==> src/rtl/sky130_fd_io__lvclamp_ctrl_if.sv <==
// LV clamp controller bus: detector/test inputs and clamp gate outputs.
// master drives the event side, slave is the controller.
interface sky130_fd_io__lvclamp_ctrl_if #(
  parameter int NCH    = 4,
  parameter int HOLD_W = 8,
  parameter int CNT_W  = 8
);
  logic [NCH-1:0]       trig;
  logic [NCH-1:0]       mask;
  logic [NCH-1:0]       force_en;
  logic [HOLD_W-1:0]    hold_len;
  logic                 clr_cnt;
  logic [NCH-1:0]       clamp_en;
  logic [NCH-1:0]       cooling;
  logic                 any_active;
  logic [NCH*CNT_W-1:0] evt_cnt;

  modport master (
    output trig, mask, force_en, hold_len, clr_cnt,
    input  clamp_en, cooling, any_active, evt_cnt
  );

  modport slave (
    input  trig, mask, force_en, hold_len, clr_cnt,
    output clamp_en, cooling, any_active, evt_cnt
  );
endinterface

==> src/rtl/sky130_fd_io__lvclamp_ctrl.sv <==
// Multi-channel LV ESD clamp controller: debounce, hold with
// retrigger, cool-down and saturating per-channel event counters.
module sky130_fd_io__lvclamp_ctrl #(
  parameter int NCH      = 4,
  parameter int DEB_CYC  = 3,
  parameter int HOLD_W   = 8,
  parameter int COOL_CYC = 4,
  parameter int CNT_W    = 8
) (
  input logic clk,
  input logic rst_n,
  sky130_fd_io__lvclamp_ctrl_if.slave bus
);
  localparam int QW = $clog2(DEB_CYC);
  localparam int CW = $clog2(COOL_CYC + 1);
  localparam logic [QW-1:0] Q_ONE  = QW'(1);
  localparam logic [QW-1:0] Q_LAST = QW'(DEB_CYC - 1);
  localparam logic [HOLD_W-1:0] H_ONE = HOLD_W'(1);
  localparam logic [CW-1:0] C_ONE  = CW'(1);
  localparam logic [CW-1:0] C_LOAD = CW'(COOL_CYC);
  localparam logic [CNT_W-1:0] N_ONE = CNT_W'(1);

  typedef enum logic [1:0] {
    S_IDLE,
    S_QUAL,
    S_HOLD,
    S_COOL
  } st_t;

  logic [HOLD_W-1:0] h_load;
  logic [NCH-1:0]    nxt_hold;
  logic [NCH-1:0]    nxt_cool;
  logic [NCH-1:0]    clamp_n;
  logic [NCH-1:0]    clamp_q;
  logic [NCH-1:0]    cool_q;
  logic              any_q;

  // a zero hold length still gives a one-cycle clamp
  assign h_load = (bus.hold_len == '0) ? H_ONE : bus.hold_len;

  for (genvar i = 0; i < NCH; i++) begin : g_ch
    st_t               st;
    st_t               st_n;
    logic [QW-1:0]     q;
    logic [QW-1:0]     q_n;
    logic [HOLD_W-1:0] h;
    logic [HOLD_W-1:0] h_n;
    logic [CW-1:0]     c;
    logic [CW-1:0]     c_n;
    logic [CNT_W-1:0]  cnt;
    logic              go;

    always_ff @(posedge clk) begin
      if (!rst_n) begin
        st <= S_IDLE;
        q  <= '0;
        h  <= '0;
        c  <= '0;
      end else begin
        st <= st_n;
        q  <= q_n;
        h  <= h_n;
        c  <= c_n;
      end
    end

    always_comb begin
      st_n = st;
      q_n  = q;
      h_n  = h;
      c_n  = c;
      go   = 1'b0;
      unique case (st)
        S_IDLE: begin
          if (bus.trig[i] && !bus.mask[i]) begin
            st_n = S_QUAL;
            q_n  = Q_ONE;
          end
        end
        S_QUAL: begin
          if (!bus.trig[i] || bus.mask[i]) begin
            st_n = S_IDLE;
            q_n  = '0;
          end else if (q == Q_LAST) begin
            st_n = S_HOLD;
            h_n  = h_load;
            q_n  = '0;
            go   = 1'b1;
          end else begin
            q_n = q + Q_ONE;
          end
        end
        S_HOLD: begin
          if (bus.trig[i]) begin
            h_n = h_load;
          end else if (h == H_ONE) begin
            st_n = S_COOL;
            c_n  = C_LOAD;
          end else begin
            h_n = h - H_ONE;
          end
        end
        S_COOL: begin
          if (c == C_ONE) begin
            st_n = S_IDLE;
          end else begin
            c_n = c - C_ONE;
          end
        end
        default: st_n = S_IDLE;
      endcase
    end

    // a clear on the same edge as an event keeps that event
    always_ff @(posedge clk) begin
      if (!rst_n) begin
        cnt <= '0;
      end else if (bus.clr_cnt) begin
        cnt <= go ? N_ONE : '0;
      end else if (go && cnt != '1) begin
        cnt <= cnt + N_ONE;
      end
    end

    assign nxt_hold[i] = (st_n == S_HOLD);
    assign nxt_cool[i] = (st_n == S_COOL);
    assign bus.evt_cnt[i*CNT_W +: CNT_W] = cnt;
  end

  assign clamp_n = nxt_hold | bus.force_en;

  always_ff @(posedge clk) begin
    if (!rst_n) begin
      clamp_q <= '0;
      cool_q  <= '0;
      any_q   <= 1'b0;
    end else begin
      clamp_q <= clamp_n;
      cool_q  <= nxt_cool;
      any_q   <= |clamp_n;
    end
  end

  assign bus.clamp_en   = clamp_q;
  assign bus.cooling    = cool_q;
  assign bus.any_active = any_q;
endmodule

==> src/flat_wrapper.sv <==
// flat-port wrapper written by rule: the top's interface ports become plain ports
module sky130_fd_io__lvclamp_ctrl_flat 
#(
  parameter int NCH      = 4,
  parameter int DEB_CYC  = 3,
  parameter int HOLD_W   = 8,
  parameter int COOL_CYC = 4,
  parameter int CNT_W    = 8
)
  (clk, rst_n, bus_trig, bus_mask, bus_force_en, bus_hold_len, bus_clr_cnt, bus_clamp_en, bus_cooling, bus_any_active, bus_evt_cnt);
  sky130_fd_io__lvclamp_ctrl_if #(.NCH(NCH), .HOLD_W(HOLD_W), .CNT_W(CNT_W)) bus_i ();
  input logic clk;
  input logic rst_n;
  input wire logic [$bits(bus_i.trig)-1:0] bus_trig;
  input wire logic [$bits(bus_i.mask)-1:0] bus_mask;
  input wire logic [$bits(bus_i.force_en)-1:0] bus_force_en;
  input wire logic [$bits(bus_i.hold_len)-1:0] bus_hold_len;
  input wire logic [$bits(bus_i.clr_cnt)-1:0] bus_clr_cnt;
  output wire logic [$bits(bus_i.clamp_en)-1:0] bus_clamp_en;
  output wire logic [$bits(bus_i.cooling)-1:0] bus_cooling;
  output wire logic [$bits(bus_i.any_active)-1:0] bus_any_active;
  output wire logic [$bits(bus_i.evt_cnt)-1:0] bus_evt_cnt;
  assign bus_i.trig = bus_trig;
  assign bus_i.mask = bus_mask;
  assign bus_i.force_en = bus_force_en;
  assign bus_i.hold_len = bus_hold_len;
  assign bus_i.clr_cnt = bus_clr_cnt;
  assign bus_clamp_en = bus_i.clamp_en;
  assign bus_cooling = bus_i.cooling;
  assign bus_any_active = bus_i.any_active;
  assign bus_evt_cnt = bus_i.evt_cnt;
  sky130_fd_io__lvclamp_ctrl #(.NCH(NCH), .DEB_CYC(DEB_CYC), .HOLD_W(HOLD_W), .COOL_CYC(COOL_CYC), .CNT_W(CNT_W)) u_core (.clk(clk), .rst_n(rst_n), .bus(bus_i));
endmodule
==> config.mk <==
export PLATFORM = sky130hd
export DESIGN_NAME = sky130_fd_io__lvclamp_ctrl_flat
export DESIGN_NICKNAME = d
export VERILOG_FILES = /design/src/rtl/sky130_fd_io__lvclamp_ctrl_if.sv /design/src/rtl/sky130_fd_io__lvclamp_ctrl.sv /design/src/flat_wrapper.sv
export SDC_FILE = /design/constraint.sdc
export NUM_CORES = 1
export LEC_CHECK = 0
export CAP_MARGIN = 20
export CORE_ASPECT_RATIO = 0.7
export CORE_MARGIN = 5
export CORE_UTILIZATION = 50
export DETAILED_ROUTE_END_ITERATION = 10
export GPL_TIMING_DRIVEN = 0
export PLACE_DENSITY = 0.75
export SYNTH_ARGS = -nofsm -noshare
export SYNTH_HDL_FRONTEND = slang
export SYNTH_SLANG_ARGS = --single-unit
==> constraint.sdc <==
create_clock -name clk -period 2.25 [get_ports clk]
set_input_delay 0.45 -clock clk [delete_from_list [all_inputs] [get_ports clk]]
set_output_delay 0.45 -clock clk [all_outputs]
set_load 0.01 [all_outputs]
# Word-level counts from Yosys, hierarchy flattened
# Cells that the tools add are included.
[word_totals]
in_bits = 23
register_bits = 101
[classes]
mux = 105
reduce_logical = 54
n_bitwise = 1
n_eq_ne = 64
addsub = 16
[op_table]
columns = ["operator", "count"]
rows = [
  ["8-bit two-way mux", 25],
  ["2-bit two-way mux", 36],
  ["8-bit case mux with 2 select lines", 4],
  ["2-bit equality test, second input constant", 20],
  ["3-bit two-way mux", 12],
  ["8-bit by 1-bit adder with 8-bit output, second input constant", 4],
  ["8-bit by 1-bit equality test with 1-bit output, second input constant", 4],
  ["8-bit != test, second input constant", 4],
  ["2-bit case mux with 4 select lines", 4],
  ["4-bit AND reduction", 8],
  ["2-bit nonzero test", 16],
  ["8-bit by 1-bit subtractor with 8-bit output, second input constant", 4],
  ["2-bit by 1-bit != test with 1-bit output, second input constant", 12],
  ["2-bit != test, second input constant", 12],
  ["3-bit case mux with 2 select lines", 4],
  ["1-bit two-way mux", 16],
  ["2-bit case mux with 2 select lines", 4],
  ["3-bit by 1-bit equality test with 1-bit output, second input constant", 4],
  ["3-bit != test, second input constant", 4],
  ["3-bit by 1-bit subtractor with 3-bit output, second input constant", 4],
  ["2-bit by 1-bit adder with 2-bit output, second input constant", 4],
  ["2-bit by 1-bit equality test with 1-bit output, second input constant", 4],
  ["1-bit logical AND", 8],
  ["1-bit logical NOT", 8],
  ["other kinds (6)", 15],
]

# Longest topological paths before layout
# Gate-level depths: netlist (run 1).
[depth]
word_depth = 7
mapped_depth = 10
ltp_nobuf = 7

# Least setup slack after synthesis (run 1)
# No wires, ideal clock.
[synth_timing]
kind = "register to register"
start = "reg u_core.g_ch[3].st[0]"
end = "reg u_core.g_ch[3].h[6]"
arrival_ps = 2031
slack_ps = 100
path_buffers = 2
stages_incl_launch_ff = 10
required_ps = 2131
synth_period_minus_slack_ps = 2150
cell_sequence = "dfxtp_1 > inv_1 > ha_1 > buf_2 > nor4b_1 > nand3_1 > nand3_1 > buf_2 > nor2_1 > o221a_2"
[synth_between]
elab_chain_len = 3
word_cells_on_any_way = 8
[synth_rtl]
columns = ["item", "line_no", "rtl"]
rows = [
  ["start: declaration", "sky130_fd_io__lvclamp_ctrl.sv:42", "st_t st;"],
  ["start signal: assignment", "sky130_fd_io__lvclamp_ctrl.sv:60", "st <= st_n;"],
  ["2-bit equality test / 2-bit by 1-bit equality test with 1-bit output (equally long branches)", "sky130_fd_io__lvclamp_ctrl.sv:73", "unique case (st)"],
  ["3-bit != test (no line), or another cell as far along", "-", ""],
  ["4-bit AND reduction (no line)", "-", ""],
  ["end signal: assignment", "sky130_fd_io__lvclamp_ctrl.sv:62", "h <= h_n;"],
  ["end: declaration", "sky130_fd_io__lvclamp_ctrl.sv:46", "logic [HOLD_W-1:0] h;"],
]
# Parallel ways exist; a longest one is shown, timed or not.
# A chain may end at the register's enable or synchronous reset.

# Worst setup path in the final report (run 1)
[layout_timing]
start = "reg u_core.g_ch[0].h[1]"
end = "reg u_core.g_ch[0].c[2]"
[layout_between]
elab_chain_len = 3
[layout_rtl]
columns = ["item", "line_no", "rtl"]
rows = [
  ["start: declaration", "sky130_fd_io__lvclamp_ctrl.sv:46", ""],
  ["start signal: assignment", "sky130_fd_io__lvclamp_ctrl.sv:62", ""],
  ["8-bit by 1-bit equality test with 1-bit output", "sky130_fd_io__lvclamp_ctrl.sv:96", "end else if (h == H_ONE) begin"],
  ["2-bit by 1-bit != test with 1-bit output (no line)", "-", ""],
  ["4-bit AND reduction (no line)", "-", ""],
  ["end signal: assignment", "sky130_fd_io__lvclamp_ctrl.sv:63", "c <= c_n;"],
  ["end: declaration", "sky130_fd_io__lvclamp_ctrl.sv:48", "logic [CW-1:0] c;"],
]
# No other way between the ends.

==> qor.txt, run 1 <==
Mux contribution to synthesized area: 1.90%
M1 WL: 7.33 mm
Critical Path Fanout Max: 7
CP required: 2.45 ns
Post-synthesis xor/xnor area fraction: 3.33%
Initial Util: 51.9%
Final clock period utilization by the worst path: 98.4%
Number of remaining DRC errors: 0
Fin nets: 867
Area Growth Syn to Fin: 21.7%
WL/cell: 16.2 µm
Total GRT Usage: 21.7%
Routed wl met2: 7.21 mm
FMAX: 452 MHz
Initial antenna violation count: 0
Largest net degree at the start of global routing: 17
Tmin final: 2.21 ns
Synth Area in Adders: 7.77%
CP endpoint kind: register
Count of state elements after synthesis: 101
Global route total overflow: 0
Most frequent cells in the layout: dfxtp_1 (98), nor2_1 (96), a21oi_1 (66), clkdlybuf4s50_1 (62), nand2_1 (54)
Met3 Wirelength: 927 µm
Primary FF master, synth: dfxtp_1
Mapped Area: 5790 µm²
Max Cap Violations: 0
Slew Limit Fails: 0
Slew headroom: 48.8%
Synth Instances: 732
Avg Inst Size Synth: 7.92 µm²
Final ANT Viol Nets: 0
Critical-path cell list: inv_2 > ha_1 > or3b_2 > or3_1 > buf_6 > a211oi_2 > xnor2_1 > a21oi_1
Leading cell type in the layout, fill and taps excluded: dfxtp_1
Vias in the first global route: 5242
Clk Latency, worst-skew pair: 0.35 ns
Clk_skew: 0.00819 ns
Cell row count: 32
Tot Pwr: 0.00610 W
Critical path class: reg2reg
Syn nets: 791
Clock Path Buffers: 2
Ys async rst share: 0%
Die Y: 100 µm
Die width: 139 µm
Critical path's top delay family: simple AND/OR/NAND/NOR gates
Hold Path Class: reg2reg
Worst slew pin tran: 0.769 ns
CP Launch Type: register
Clock sinks: 101
Ys Warns: 0
Highest metal layer with signal wires: met4
Synth unique cells: 63
Pre-antenna DRT Iters: 7
Vias per cell: 5.82
DIE AREA: 13900 µm²
P_leak: 2.53 nW
Core box area: 11200 µm²
Port-buffer cells: 62
Simple-Gate Fraction of Synth Area: 26.1%
Status: complete, no violations
H-tree Lvls: 3
TNS Setup: 0 ns
Core Util, Final: 63.1%
DP Wirelength: 11.3 mm
Share of cells above drive strength 1: 8.00%
Iter 0 DRT Violations: 533
Post-Route WL: 15.6 mm
Post-synth EDFFs: 0
N_diodes: 0
CTS tree: built
First-pass GRT wire length: 25.2 mm
Num CTS Buffers: 9
Post-DP Area: 6610 µm²
Setup-failing EPs final: 0
Main combinational cell family by area after synthesis: simple AND/OR/NAND/NOR gates
Post-synthesis sequential area ratio: 34.9%
Area fraction in compound gates after synthesis: 21.2%
Arrival @ worst endpoint: 2.41 ns
IO Count: 64
Hold_ws: 0.464 ns
Slowest stage delay, CP: 0.48 ns
CP bufs+invs: 2
Clk root buf: clkbuf_16
VDD IR max: 0.506 mV
Pwr/cell area: 865 nW/µm²
Placer Congestion: 0.916
Cell area after layout: 7050 µm²
Slowest cell on the critical path: or3b_2
Fin. Hold Viols: 0
Clock-pin slew of the registers on the worst-case setup and hold paths: 0.07 ns
Total number of vias: 5622
kinds of logic after synthesis:
family | after synthesis
fa+ha+maj | 36
mux | 11
buf+inv | 70
simple gates | 300
xor+xnor | 22
flops | 101
compound gates | 192
sequential cells by signal, summed over array words and instances (netlist names):
name	cells
u_core.g_ch.h	32
u_core.g_ch.cnt	32
u_core.bus.cooling	4
u_core.g_ch.c	12
u_core.bus.any_active	1
u_core.g_ch.st	8
u_core.g_ch.q	8
u_core.bus.clamp_en	4
layer usage:
metal / up-vias / track usage [%]
met4: 0 / 5.19
met5: - / 0
met1: 2684 / 29.1
met3: 21 / 5.10
li1: 2749 / -
met2: 168 / 35.9
Yosys cell counts, drive strengths merged, types with 8 or more instances:
| cell type | n | area, µm² |
|---|---|---|
| dfxtp | 101 | 2020 |
| nor2 | 96 | 360 |
| a21oi | 67 | 335 |
| nand2 | 55 | 206 |
| inv | 40 | 150 |
| o21ai | 37 | 185 |
| ha | 36 | 450 |
| nand3 | 29 | 145 |
| nor3 | 26 | 130 |
| clkbuf | 25 | 93.8 |
| nand2b | 23 | 144 |
| xnor2 | 20 | 175 |
| a211oi | 19 | 148 |
| nor2b | 12 | 75.1 |
| mux2i | 11 | 110 |
| or3 | 10 | 65.1 |
| o21a | 9 | 67.6 |
| a31oi | 8 | 50.1 |
path summary, 6_finish.rpt:
check,endpoint,from,cells after the start,slack [ns]
min,u_core.g_ch[1].c[1],u_core.g_ch[1].c[1],2,0.46
max reg2reg,u_core.g_ch[0].c[2],u_core.g_ch[0].h[1],8,0.04
max,u_core.g_ch[0].c[2],u_core.g_ch[0].h[1],8,0.04
min reg2reg,u_core.g_ch[1].c[1],u_core.g_ch[1].c[1],2,0.46
through the flow:
step | setup slack (ns) | instances
4_1_cts | -0.00112 | 963
3_3_place_gp | -0.491 | 947
3_5_place_dp | -0.509 | 947
2_1_floorplan | 0.100 | 732
5_1_grt | -0.0122 | 966
6_report | 0.0368 | 966
where the power goes:
group	internal [W]	switching, W	leakage, nW	total (W)
clock network	0.000980	0.000687	0.150	0.00167
logic	0.000887	0.00123	1.56	0.00212
registers	0.00203	0.000283	0.823	0.00232
worst reg2reg max path, stage by stage, from the launching register on:
cell and delay [ns]:
dfxtp_1 0.33, inv_2 0.09, ha_1 0.17, or3b_2 0.48, or3_1 0.34, buf_6 0.15, a211oi_2 0.25, xnor2_1 0.16
a21oi_1 0.10
final cells by class:
cell class	instances	area (µm²)
flip-flops and latches	101	2030
inverters	40	150
clock buffers	11	233
repair buffers	66	648
well taps	153	191
clock inverters	5	85.1
fillers	912	4120
multi-input cells	562	3580
plain buffers	28	130
repair_timing:
action                                  4_1_cts  5_1_grt
endpoints found under the hold margin         0        0
buffers inserted                              0        3
cloned                                        0        2
hold buffers                                  0        0
gates resized for setup                      11       21
pin swaps                                     2        6
endpoints found under the setup margin       22       41
No activity file was read; power rests on OpenSTA's default activity.
==> run 2, diff against run 1 <==
--- a/config.mk
+++ b/config.mk
@@ -10,8 +10,9 @@
 export CORE_MARGIN = 5
 export CORE_UTILIZATION = 50
 export DETAILED_ROUTE_END_ITERATION = 10
+export DONT_BUFFER_PORTS = 1
 export GPL_TIMING_DRIVEN = 0
-export PLACE_DENSITY = 0.75
+export PLACE_DENSITY = 0.68
 export SYNTH_ARGS = -nofsm -noshare
 export SYNTH_HDL_FRONTEND = slang
 export SYNTH_SLANG_ARGS = --single-unit
==> constraint.sdc (replaced) <==
create_clock -name clk -period 2.25 [get_ports clk]
set_input_delay 0.45 -clock clk [delete_from_list [all_inputs] [get_ports clk]]
set_output_delay 0.45 -clock clk [all_outputs]
set_load 0.02 [all_outputs]
==> qor.txt, run 2 (synthesized netlist as in run 1, its figures left out) <==
Final ANT Viol Nets: 0 (unchanged)
Arrival @ worst endpoint: 2.41 ns (about the same)
Post-Route WL: 15.1 mm (-3.3%)
Slew headroom: 49.6% (+0.87 points)
Clock-pin slew of the registers on the worst-case setup and hold paths: 0.07 ns (about the same)
Clk root buf: clkbuf_16
Comb power frac: 33.4% (-1.3 points)
Die width: 139 µm (unchanged)
Worst slew pin tran: 0.756 ns (-0.0131 ns)
Clk Latency, worst-skew pair: 0.35 ns (about the same)
Worst r2r path cells: 8 (unchanged)
Non-Filler Instances: 907 (-6.1%)
Global route total overflow: 0 (unchanged)
First-pass GRT wire length: 24.4 mm (-3.4%)
Reg-to-reg endpoint: u_core.g_ch[0].c[0]
Sw frac: 36.5% (+0.49 points)
Placer Congestion: 0.901 (-1.6%)
Setup-failing EPs final: 0 (unchanged)
Clock power frac: 28.1% (+0.8 points)
Slew Limit Fails: 0 (unchanged)
Number of remaining DRC errors: 0 (unchanged)
Total number of vias: 5330 (-5.2%)
Multi-input gate area: 3580 µm² (-0.10%)
Critical Path Source: u_core.g_ch[0].h[1]
Clock sinks: 101 (unchanged)
DP Wirelength: 10.8 mm (-4.6%)
Most frequent cells in the layout: dfxtp_1 (99), nor2_1 (96), a21oi_1 (67), nand2_1 (54), inv_1 (38)
Cell row count: 32 (unchanged)
Worst Setup EP: u_core.g_ch[0].c[0]
TNS Setup: 0 ns (unchanged)
IO Count: 64 (unchanged)
Share of cells above drive strength 1: 9.16% (+1.2 points)
WL/cell: 16.7 µm (+3.0%)
Num CTS Buffers: 9 (unchanged)
Vias in the first global route: 4921 (-6.1%)
Port-buffer cells: 0 (-100%)
Clock Path Buffers: 2 (unchanged)
CP endpoint kind: register
Placed insts: 885 (-6.5%)
Core Util, Final: 57.8% (-5.3 points)
RSZ-0062 raised after global routing: yes
Total GRT Usage: 21.2% (-0.57 points)
Final clock period utilization by the worst path: 97.5% (-0.85 points)
Initial Util: 51.9% (unchanged)
Status: complete, no violations
Pre-antenna DRT Iters: 5 (-2)
Cell area after layout: 6450 µm² (-8.5%)
Slowest stage delay, CP: 0.46 ns (-0.02 ns)
Initial antenna violation count: 0 (unchanged)
Worst R2R Start: u_core.g_ch[0].h[1]
Critical-path cell list: inv_2 > ha_1 > or3b_2 > or3_1 > buf_6 > a21oi_1 > mux2i_1 > nor2_1
Slowest cell on the critical path: or3b_2
Fin nets: 807 (-6.9%)
Critical Path Fanout Max: 7 (unchanged)
P_int: 0.00385 W (-1.3%)
Largest net degree at the start of global routing: 18 (+1)
Tot Pwr: 0.00607 W (-0.49%)
DIE AREA: 13900 µm² (unchanged)
FMAX: 456 MHz (+0.87%)
H-tree Lvls: 3 (unchanged)
Biggest regs: u_core.g_ch.cnt: 32 flops, u_core.g_ch.h: 32 flops, u_core.g_ch.c: 12 flops
FILL cells: 1028 (+13%)
P_leak: 2.33 nW (-7.8%)
Die Y: 100 µm (unchanged)
R2r setup slk: 0.06 ns (+0.02 ns)
Iter 0 DRT Violations: 447 (-16%)
Tmin final: 2.19 ns (-0.0190 ns)
Hold Path Class: in2reg
Vias per cell: 5.88 (+0.97%)
Critical path class: reg2reg
CP Launch Type: register
VDD IR max: 0.458 mV (-9.3%)
Leading cell type in the layout, fill and taps excluded: dfxtp_1
Core box area: 11200 µm² (unchanged)
P_sw: 0.00222 W (+0.87%)
Area Growth Syn to Fin: 11.4%
Post-DP Area: 5990 µm² (-9.4%)
CTS tree: built
Clk_skew: 0.00678 ns (-0.00142 ns)
Fin. Hold Viols: 0 (unchanged)
Sequential group share of total power: 38.5% (+0.5 points)
Pwr/cell area: 940 nW/µm² (+8.7%)
CP required: 2.47 ns (+0.02 ns)
Sequential cell area: 2020 µm² (-0.19%)
Max Cap Violations: 0 (unchanged)
run 2: per-stage QoR:
stage | setup slack (ns) | hold slack (ns)
after floorplan | 0.100 | 0.432
after global placement | -0.244 | 0.441
after detailed placement | -0.352 | 0.448
after CTS | 0.00352 | 0.182
after global routing | -0.0275 | 0.187
final | 0.0558 | 0.194
run 2: layout make-up:
class | count | share of cell area, %
diodes | 1 | 0.0388
plain buffers | 26 | 1.84
clock buffers | 10 | 3.55
clock inverters | 6 | 1.42
inverters | 40 | 2.33
multi-input cells | 561 | 55.5
flip-flops and latches | 101 | 31.4
well taps | 153 | 2.97
repair buffers | 9 | 1.01
run 2: worst max-delay path: cells and delay by family (launching register included):
kind | cells | cell delay (ns)
AO/OA/AOI/OAI | 1 | 0.26
adder cells (fa/ha/maj) | 1 | 0.17
buffers and inverters | 2 | 0.23
flip-flops | 1 | 0.33
multiplexers | 1 | 0.23
AND/OR/NAND/NOR | 3 | 0.84
run 2: how the worst min path moves through the flow:
stage                        startpoint                    end  slack, ns  cells past startpoint
global placement    u_core.g_ch[1].c[1]    u_core.g_ch[1].c[1]       0.44                      2
finish                      bus_clr_cnt  u_core.g_ch[3].cnt[0]       0.19                      1
CTS                         bus_clr_cnt  u_core.g_ch[3].cnt[0]       0.18                      1
floorplan           u_core.g_ch[1].c[1]    u_core.g_ch[1].c[1]       0.43                      2
global route                bus_clr_cnt  u_core.g_ch[3].cnt[0]       0.19                      1
detailed placement  u_core.g_ch[1].c[1]    u_core.g_ch[1].c[1]       0.45                      2
run 2: power groups by stage:
stage | Combinational [W] | Sequential, W | Clock [W]
global route | 0.00225 | 0.00237 | 0.00181
detailed placement | 0.00187 | 0.00236 | 0
finish | 0.00203 | 0.00234 | 0.00170
CTS | 0.00192 | 0.00232 | 0.00173
floorplan | 0.00150 | 0.00229 | 0
global placement | 0.00181 | 0.00234 | 0
run 2: per-layer routing:
metal | vias to the layer above | share of wire [%] | global-route usage (%)
met3 | 18 | 6.7 | 4.24
met5 | - | 0 | 0
met1 | 2514 | 47 | 29.6
li1 | 2631 | - | -
met2 | 167 | 45 | 34.1
met4 | 0 | 1.2 | 4.89
run 2: repair_timing:
action | 4_1_cts | 5_1_grt
pin swaps | 4 | 4
gates cloned | 0 | 1
gates resized for setup | 8 | 16
hold buffers | 0 | 0
setup buffers | 2 | 6
endpoints found under the hold margin | 0 | 0
setup endpoints to repair | 19 | 43
